File: config.mk
export PLATFORM = sky130hd
export DESIGN_NAME = bcd_sub_serial
export DESIGN_NICKNAME = d
export VERILOG_FILES = /design/src/rtl/bcd_sub_serial_pkg.sv /design/src/rtl/bcd_sub_digit.sv /design/src/rtl/bcd_sub_serial.sv
export SDC_FILE = /design/constraint.sdc
export NUM_CORES = 1
export LEC_CHECK = 0
export ABC_AREA = 1
export CORE_MARGIN = 2
export CORE_UTILIZATION = 33
export CTS_BUF_LIST = sky130_fd_sc_hd__clkbuf_2
export CTS_CLUSTER_DIAMETER = 50
export DETAILED_ROUTE_END_ITERATION = 8
export GPL_TIMING_DRIVEN = 1
export PLACE_DENSITY_LB_ADDON = 0.12
export SYNTH_ARGS = -nofsm -noshare
export SYNTH_HDL_FRONTEND = slang
export SYNTH_SLANG_ARGS = --single-unit
File: constraint.sdc
create_clock -name clk -period 5.1 [get_ports clk]
set_input_delay 1.02 -clock clk [delete_from_list [all_inputs] [get_ports clk]]
set_output_delay 1.02 -clock clk [all_outputs]
set_load 0.03 [all_outputs]
File: src/rtl/bcd_sub_serial_pkg.sv
// -----------------------------------------------------------------------------
// bcd_sub_serial_pkg
// Shared decimal-arithmetic definitions for the serial BCD subtractor and its
// digit slice.
//   state_t      : controller states (IDLE, RUN, DONE)
//   BCD_RADIX    : decimal radix, used for the negative-digit correction
//   bcd_digit_t  : one packed BCD digit
//   bcd_invalid  : a 4-bit code that is not a decimal digit (> 9)
// -----------------------------------------------------------------------------
package bcd_sub_serial_pkg;

    typedef enum logic [1:0] {
        IDLE = 2'd0,
        RUN  = 2'd1,
        DONE = 2'd2
    } state_t;

    localparam int BCD_RADIX = 10;

    typedef logic [3:0] bcd_digit_t;

    function automatic logic bcd_invalid(input bcd_digit_t d);
        return d > bcd_digit_t'(BCD_RADIX - 1);
    endfunction

endpackage

File: src/rtl/bcd_sub_digit.sv
// -----------------------------------------------------------------------------
// bcd_sub_digit
// Combinational single-digit BCD subtract slice: a_d - b_d - br.
//   a_d    in  4  minuend digit
//   b_d    in  4  subtrahend digit
//   br     in  1  incoming borrow
//   digit  out 4  result digit (ten's-complement corrected when negative)
//   br_out out 1  borrow to the next more-significant digit
//   bad    out 1  a_d or b_d is not a valid decimal digit
// -----------------------------------------------------------------------------
module bcd_sub_digit
    import bcd_sub_serial_pkg::*;
(
    input  logic [3:0] a_d,
    input  logic [3:0] b_d,
    input  logic       br,
    output logic [3:0] digit,
    output logic       br_out,
    output logic       bad
);

    // 5-bit two's-complement difference. Range is -16..15, so bit 4 is the
    // sign and the low nibble is t mod 16 in either case.
    logic [4:0] t;

    assign t      = {1'b0, a_d} - {1'b0, b_d} - {4'b0000, br};
    assign br_out = t[4];

    // Negative: add the radix back; the 4-bit sum wraps, giving (t+10) mod 16.
    assign digit  = br_out ? (t[3:0] + 4'(BCD_RADIX)) : t[3:0];

    assign bad    = bcd_invalid(a_d) | bcd_invalid(b_d);

endmodule

File: src/rtl/bcd_sub_serial.sv
// -----------------------------------------------------------------------------
// bcd_sub_serial
// Digit-serial BCD subtractor: diff = (10^DIGITS + A - B - bin) mod 10^DIGITS,
// one digit per clock, least-significant digit first.
//   DIGITS     param   number of packed BCD digits per operand (>= 1)
//   clk        in  1   rising-edge clock
//   rst        in  1   asynchronous active-high reset
//   in_valid   in  1   operand bundle valid
//   in_ready   out 1   operands accepted (high only in IDLE)
//   a, b       in  4*DIGITS  minuend / subtrahend, digit i at [4i+3:4i]
//   bin        in  1   borrow-in applied at digit 0
//   out_valid  out 1   result valid (high only in DONE)
//   out_ready  in  1   consumer takes the result
//   diff       out 4*DIGITS  packed BCD difference
//   bout       out 1   borrow-out (A - B - bin < 0)
//   err        out 1   some input digit of a or b was > 9
// Sequence: IDLE -accept-> RUN (DIGITS cycles) -> DONE -out_ready-> IDLE.
// -----------------------------------------------------------------------------
module bcd_sub_serial
    import bcd_sub_serial_pkg::*;
#(
    parameter int DIGITS = 2
) (
    input  logic                clk,
    input  logic                rst,
    input  logic                in_valid,
    output logic                in_ready,
    input  logic [4*DIGITS-1:0] a,
    input  logic [4*DIGITS-1:0] b,
    input  logic                bin,
    output logic                out_valid,
    input  logic                out_ready,
    output logic [4*DIGITS-1:0] diff,
    output logic                bout,
    output logic                err
);

    localparam int              IDXW     = (DIGITS > 1) ? $clog2(DIGITS) : 1;
    localparam logic [IDXW-1:0] LAST_IDX = IDXW'(DIGITS - 1);

    state_t                state;
    logic [4*DIGITS-1:0]   a_q;
    logic [4*DIGITS-1:0]   b_q;
    logic                  br;
    logic [IDXW-1:0]       idx;

    // Digit currently being processed, selected from the captured operands.
    bcd_digit_t            a_cur;
    bcd_digit_t            b_cur;
    bcd_digit_t            d_cur;
    logic                  br_nxt;
    logic                  d_bad;

    // Per-digit validity of the live inputs, folded into err at accept.
    logic [DIGITS-1:0]     in_bad;

    genvar g;
    generate
        for (g = 0; g < DIGITS; g++) begin : g_in_chk
            assign in_bad[g] = bcd_invalid(a[4*g +: 4]) | bcd_invalid(b[4*g +: 4]);
        end
    endgenerate

    assign a_cur = a_q[4*idx +: 4];
    assign b_cur = b_q[4*idx +: 4];

    bcd_sub_digit u_digit (
        .a_d    (a_cur),
        .b_d    (b_cur),
        .br     (br),
        .digit  (d_cur),
        .br_out (br_nxt),
        .bad    (d_bad)
    );

    // Single controller: state, handshake flags and the result registers are
    // all updated here so every output is registered.
    always_ff @(posedge clk or posedge rst) begin
        if (rst) begin
            state     <= IDLE;
            in_ready  <= 1'b1;
            out_valid <= 1'b0;
            a_q       <= '0;
            b_q       <= '0;
            br        <= 1'b0;
            idx       <= '0;
            diff      <= '0;
            bout      <= 1'b0;
            err       <= 1'b0;
        end else begin
            case (state)
                IDLE: begin
                    // in_ready is high throughout IDLE, so in_valid alone
                    // completes the input handshake here.
                    if (in_valid) begin
                        a_q      <= a;
                        b_q      <= b;
                        br       <= bin;
                        idx      <= '0;
                        diff     <= '0;
                        err      <= |in_bad;
                        in_ready <= 1'b0;
                        state    <= RUN;
                    end
                end

                RUN: begin
                    diff[4*idx +: 4] <= d_cur;
                    br               <= br_nxt;
                    // The slice sees the same digits checked at accept, so
                    // this only keeps err consistent with what was processed.
                    err              <= err | d_bad;
                    if (idx == LAST_IDX) begin
                        bout      <= br_nxt;
                        idx       <= '0;
                        out_valid <= 1'b1;
                        state     <= DONE;
                    end else begin
                        idx <= idx + 1'b1;
                    end
                end

                DONE: begin
                    // Result registers hold until the next accept.
                    if (out_ready) begin
                        out_valid <= 1'b0;
                        in_ready  <= 1'b1;
                        state     <= IDLE;
                    end
                end

                default: begin
                    out_valid <= 1'b0;
                    in_ready  <= 1'b1;
                    state     <= IDLE;
                end
            endcase
        end
    end

endmodule

**After elaboration in Yosys (flattened, before gate mapping)**

Cells that the tools add are included.

- Register bits: 32
- Input port bits: 21
- Output and inout port bits: 12
- Word-level logic and storage cells: 65

- $add $sub $neg: 5
- $lt $le $gt $ge: 6
- Equal/unequal tests: 5
- Shift operators: 4
- Multiplexer cells: 20
- Bitwise gates (word level): 6
- Reductions and logical operators: 9

Operators by type and width:

| operator | number |
|---|---|
| negator 3 -> 34 bit | 1 |
| variable shift 4 x 34 -> 8 bit (first input constant) | 1 |
| variable part select 4 x 34 -> 8 bit | 1 |
| greater-than comparator 4 bit (second input constant) | 6 |
| one-hot mux 8 bit (2 select lines) | 1 |
| variable part select 8 x 4 -> 4 bit | 2 |
| AND reduction 3 bit | 3 |
| bitwise mux 8 bit | 1 |
| 2-to-1 mux 8 bit | 1 |
| 2-to-1 mux 1 bit | 7 |
| 2-to-1 mux 2 bit | 3 |
| inequality test 2 bit (second input constant) | 3 |
| one-hot mux 1 bit (2 select lines) | 3 |
| one-hot mux 1 bit (3 select lines) | 2 |
| one-hot mux 2 bit (3 select lines) | 1 |
| AND reduction 2 bit | 3 |
| subtractor 4 x 4 -> 5 bit | 1 |
| subtractor 5 x 1 -> 5 bit | 1 |
| adder 4 bit (second input constant) | 1 |
| 2-to-1 mux 4 bit | 1 |
| bitwise OR 1 bit | 4 |
| == test 2 x 1 -> 1 bit (second input constant) | 1 |
| == test 2 bit (second input constant) | 1 |
| zero test 2 bit | 1 |
| 4 further kinds | 5 |

**Longest topological paths before layout**

- Depth in word-level cells: 8
- Depth in mapped cells: 16
- Gate-level depth less buffers: 16

**Modules after synthesis**

Synthesis repeated with hierarchy kept, for this count alone.

- Cells, all modules: 223
- Area, all modules: 1805.5 sq um

Modules (own cells, without submodules):

| module | instances | cells an instance | area each (sq um) | seq. area each (sq um) |
|---|---|---|---|---|
| bcd_sub_serial | 1 | 166 | 1432.6 | 802.0 |
| bcd_sub_digit | 1 | 57 | 372.9 | 0.0 |

**Least setup slack after synthesis**

OpenSTA, ideal clock, no wires.

- Path kind: register to register
- Start point: register idx
- End point: register diff[6]
- Library setup time: 128 ps
- Arrival time: 2220 ps
- Required time: 4972 ps
- Slack: 2752 ps
- Cell stages (with the launch flop): 11
- Buffers on the path: 1
- Clock period less this slack: 2348 ps
- Path through: dfrtp_1 buf_6 o21ai_0 fa_1 inv_1 fa_1 xor2_1 inv_1 ha_1 o21ai_0 o21ai_0

- Longest elaborated chain between the ends: 8
- Elaborated cells on any way between the ends: 11
- Classes of those cells: add/sub (4); shift (4); mux (3)

RTL lines:

| what | line | source |
|---|---|---|
| from (decl) | bcd_sub_serial.sv:45 | `logic [IDXW-1:0] idx;` |
| from (signal assigned) | bcd_sub_serial.sv:119 | `idx <= idx + 1'b1;` |
| variable part select 8 x 4 -> 4 bit, on equally long branches | bcd_sub_serial.sv:64, bcd_sub_serial.sv:65 |  |
| subtractor 4 x 4 -> 5 bit | bcd_sub_digit.sv:26 | `assign t = {1'b0, a_d} - {1'b0, b_d} - {4'b0000, br};` |
| subtractor 5 x 1 -> 5 bit | bcd_sub_digit.sv:26 |  |
| adder 4 bit | bcd_sub_digit.sv:30 | `assign digit = br_out ? (t[3:0] + 4'(BCD_RADIX)) : t[3:0];` |
| 2-to-1 mux 4 bit | bcd_sub_digit.sv:30 |  |
| variable part select 4 x 34 -> 8 bit | bcd_sub_serial.sv:108 | `diff[4*idx +: 4] <= d_cur;` |
| bitwise mux 8 bit (*) | bcd_sub_serial.sv:108 |  |
| one-hot mux 8 bit (2 select lines) (*) | bcd_sub_serial.sv:91 | `case (state)` |
| to (signal, indexed assignment) | bcd_sub_serial.sv:108 |  |
| to (decl) | bcd_sub_serial.sv:33 | `output logic [4*DIGITS-1:0] diff,` |

Every way passes the cells marked *; elsewhere a longest branch is shown, timed or not.
A chain may end at the register's enable or synchronous reset.

**Worst setup path after layout**

- Start point: register in_ready
- End point: output port in_ready

RTL lines:

| what | line | source |
|---|---|---|
| from (decl) | bcd_sub_serial.sv:27 | `output logic in_ready,` |
| from (signal assigned) | bcd_sub_serial.sv:81 | `in_ready <= 1'b1;` |
| from (signal assigned) | bcd_sub_serial.sv:102 | `in_ready <= 1'b0;` |
| from (signal assigned) | bcd_sub_serial.sv:127 | `in_ready <= 1'b1;` |

No word-level cell between the ends.

==> metrics.txt <==
Die ar.=5540 µm²; CORE AREA=4750 µm²; Yosys cell types=22; H-tree depth=2; Cell Rows=25; # diodes=0; Buf+Inv Stages, Crit Path=1; number of hold buffers added after cts=0; critical path class=register to output pin; first-pass GRT wire length=5.91 mm; HPWL Detailed=2.59 mm; post-CTS sizing=0; num ports=33; Avg Vias per Cell=4.35; starting density of the core=34.4%; Detail Route Antenna Nets=0; max-slew violation count=0; height of the chip=74.4 µm; area grow syn2layout=27.4%; CP Cell Sequence=clkdlybuf4s50_1; number of max-cap violations=0; fillers=510; Max Freq=384 MHz; Worst EP required=4.08 ns; DR WL/cell=10.8 µm; Critical Path Sink Type=output pin; Top Family by Delay on Critical Path=buffers and inverters; routed vias=1,360; grt ovf=0; DP Cell Count=305; Port Buffers=32; Peak VDD IR=0.000264 V; max_slew headroom=67.0%; power density cells=771 nW/µm²; GRT Util Overall=14.2%; Post-Syn Area=1640 µm²; initial antenna violation count=0; Final Critical Period=2.60 ns; NumNets Final=273; GPL Wtd Cong=0.704; part of the cycle the worst path needs=51.0%; Worst Setup Start Kind=register; YS warnings=0; TNS Setup=0 ns; CP Max Fanout=2; 1st-pass router iterations=4; CP arrival=1.58 ns; # Post-CTS Setup Buffers=0; TritonCTS sink count=32; die width=74.4 µm; Post-Route WL=3.37 mm; Leak=0.00107 µW; CTS tree=built; sequential-to-total area share from yosys stat=49.0%; remaining routing DRC violations=0; share of layout cells above drive strength 1=6.10%; # setup viols final=0; pin count of the biggest net entering global routing=33; Clock Skew=0.00334 ns; clock root buffer=clkbuf_2; most frequent cells in the layout=nand2_1, clkdlybuf4s50_1, inv_1, dfrtp_1, o21ai_0; worst slew pin tran=0.494 ns; syn avg cell area=7.83 µm²; register bit count reported by yosys=32; final hold vios=0; Starting DRT DRC Count=28; Longest Clk Path Bufs=2; RSZ-0062 raised after global routing=no; Crit-path slowest cell=clkdlybuf4s50_1; clk_lat worst skew=0.36 ns; vias in the first global route=1,304; Worst path max stage delay=0.66 ns; status=complete, no violations; clk slew on worst S/H paths=0.17 ns; Post-Synthesis Cells=209; CTS Buf Count=5; most common cell after layout, fill and taps aside=nand2_1; Net Count, Synth=237; Hold Path Class=register to register; fin cells=313
==> worst paths after layout <==
check / end / depth (start not counted) / startpoint / slack, ns
hold / removal: in_ready / 2 / in_ready / 0.48
setup / recovery: in_ready / 1 / in_ready / 2.50
hold reg to reg: in_ready / 2 / in_ready / 0.48
max in group asynchronous: in_ready / 3 / rst / 3.77
setup reg to reg: diff[3] / 15 / idx / 2.54
min in group asynchronous: a_q[0] / 3 / rst / 1.01
==> per-stage QoR <==
step	hold WS, ns	worst slack [ns]	util, %	total power [µW]	area (µm²)
after floorplan	0.444	2.75	-	1200	1640
after global placement	0.459	2.38	42.5	1460	2020
after detailed placement	0.459	2.36	42.5	1460	2020
after CTS	0.484	2.46	43.8	1640	2080
after global routing	0.533	2.20	43.8	1810	2080
final	0.479	2.50	43.8	1610	2080
==> report_power, final <==
| group | total, µW | switching [µW] | internal, µW |
|---|---|---|---|
| clock network | 170 | 89.6 | 80.0 |
| registers | 446 | 72.4 | 374 |
| logic | 992 | 623 | 368 |
| total | 1610 | 785 | 822 |
==> cell type report <==
type,count,area [µm²],share of cell area (%)
Sequential cell,32,802,38.5
Multi-Input combinational cell,140,684,32.8
Timing Repair Buffer,33,328,15.7
Inverter,33,124,5.94
Tap cell,67,83.8,4.02
Clock inverter,3,37.5,1.80
Clock buffer,5,25.0,1.20
==> synthesized netlist by cell type <==
cell type  instances  share of area, %
inv_2              2              0.46
nor2_1             6               1.4
buf_2              3              0.92
nand2_1           85                19
dfrtp_1           31                47
nand3_2            1              0.61
nand2_2            1              0.38
buf_6              1              0.69
nand3_1            6               1.8
o21ai_2            1              0.54
inv_1             31               7.1
o21ai_1            3              0.92
a21oi_2            1              0.54
ha_1               5               3.8
o221ai_1           1              0.54
o21ai_0           23               7.0
fa_1               2               2.4
dfstp_2            1               1.6
o31ai_1            1              0.46
o22ai_1            1              0.38
xor2_1             2               1.1
nor2_2             1              0.38
==> state kept, by name (all words and copies together), names as in the netlist, 2 cells and up <==
signal  count
a_q         8
b_q         8
diff        8
state       2
==> cell families (layout without fill, tap and decap cells) <==
group	count (synthesis)	count (layout)	share of synthesized area (%)
AO/OA/AOI/OAI	31	31	10.4
XOR/XNOR	2	2	1.07
adder cells (fa/ha/maj)	7	7	6.27
buffers and inverters	37	74	9.17
flip-flops	32	32	49.0
AND/OR/NAND/NOR	100	100	24.1
==> routing by layer <==
layer | track usage, % | part of all wire [%] | wire length (µm) | vias to the layer above
met5 | 0 | 0 | 0 | -
met4 | 5.36 | 1.1 | 38 | 0
met3 | 3.25 | 3.2 | 107 | 5
met2 | 21.9 | 46 | 1550 | 21
met1 | 19.5 | 50 | 1670 | 620
li1 | - | - | - | 714
Power figures use the tool's default switching activity.
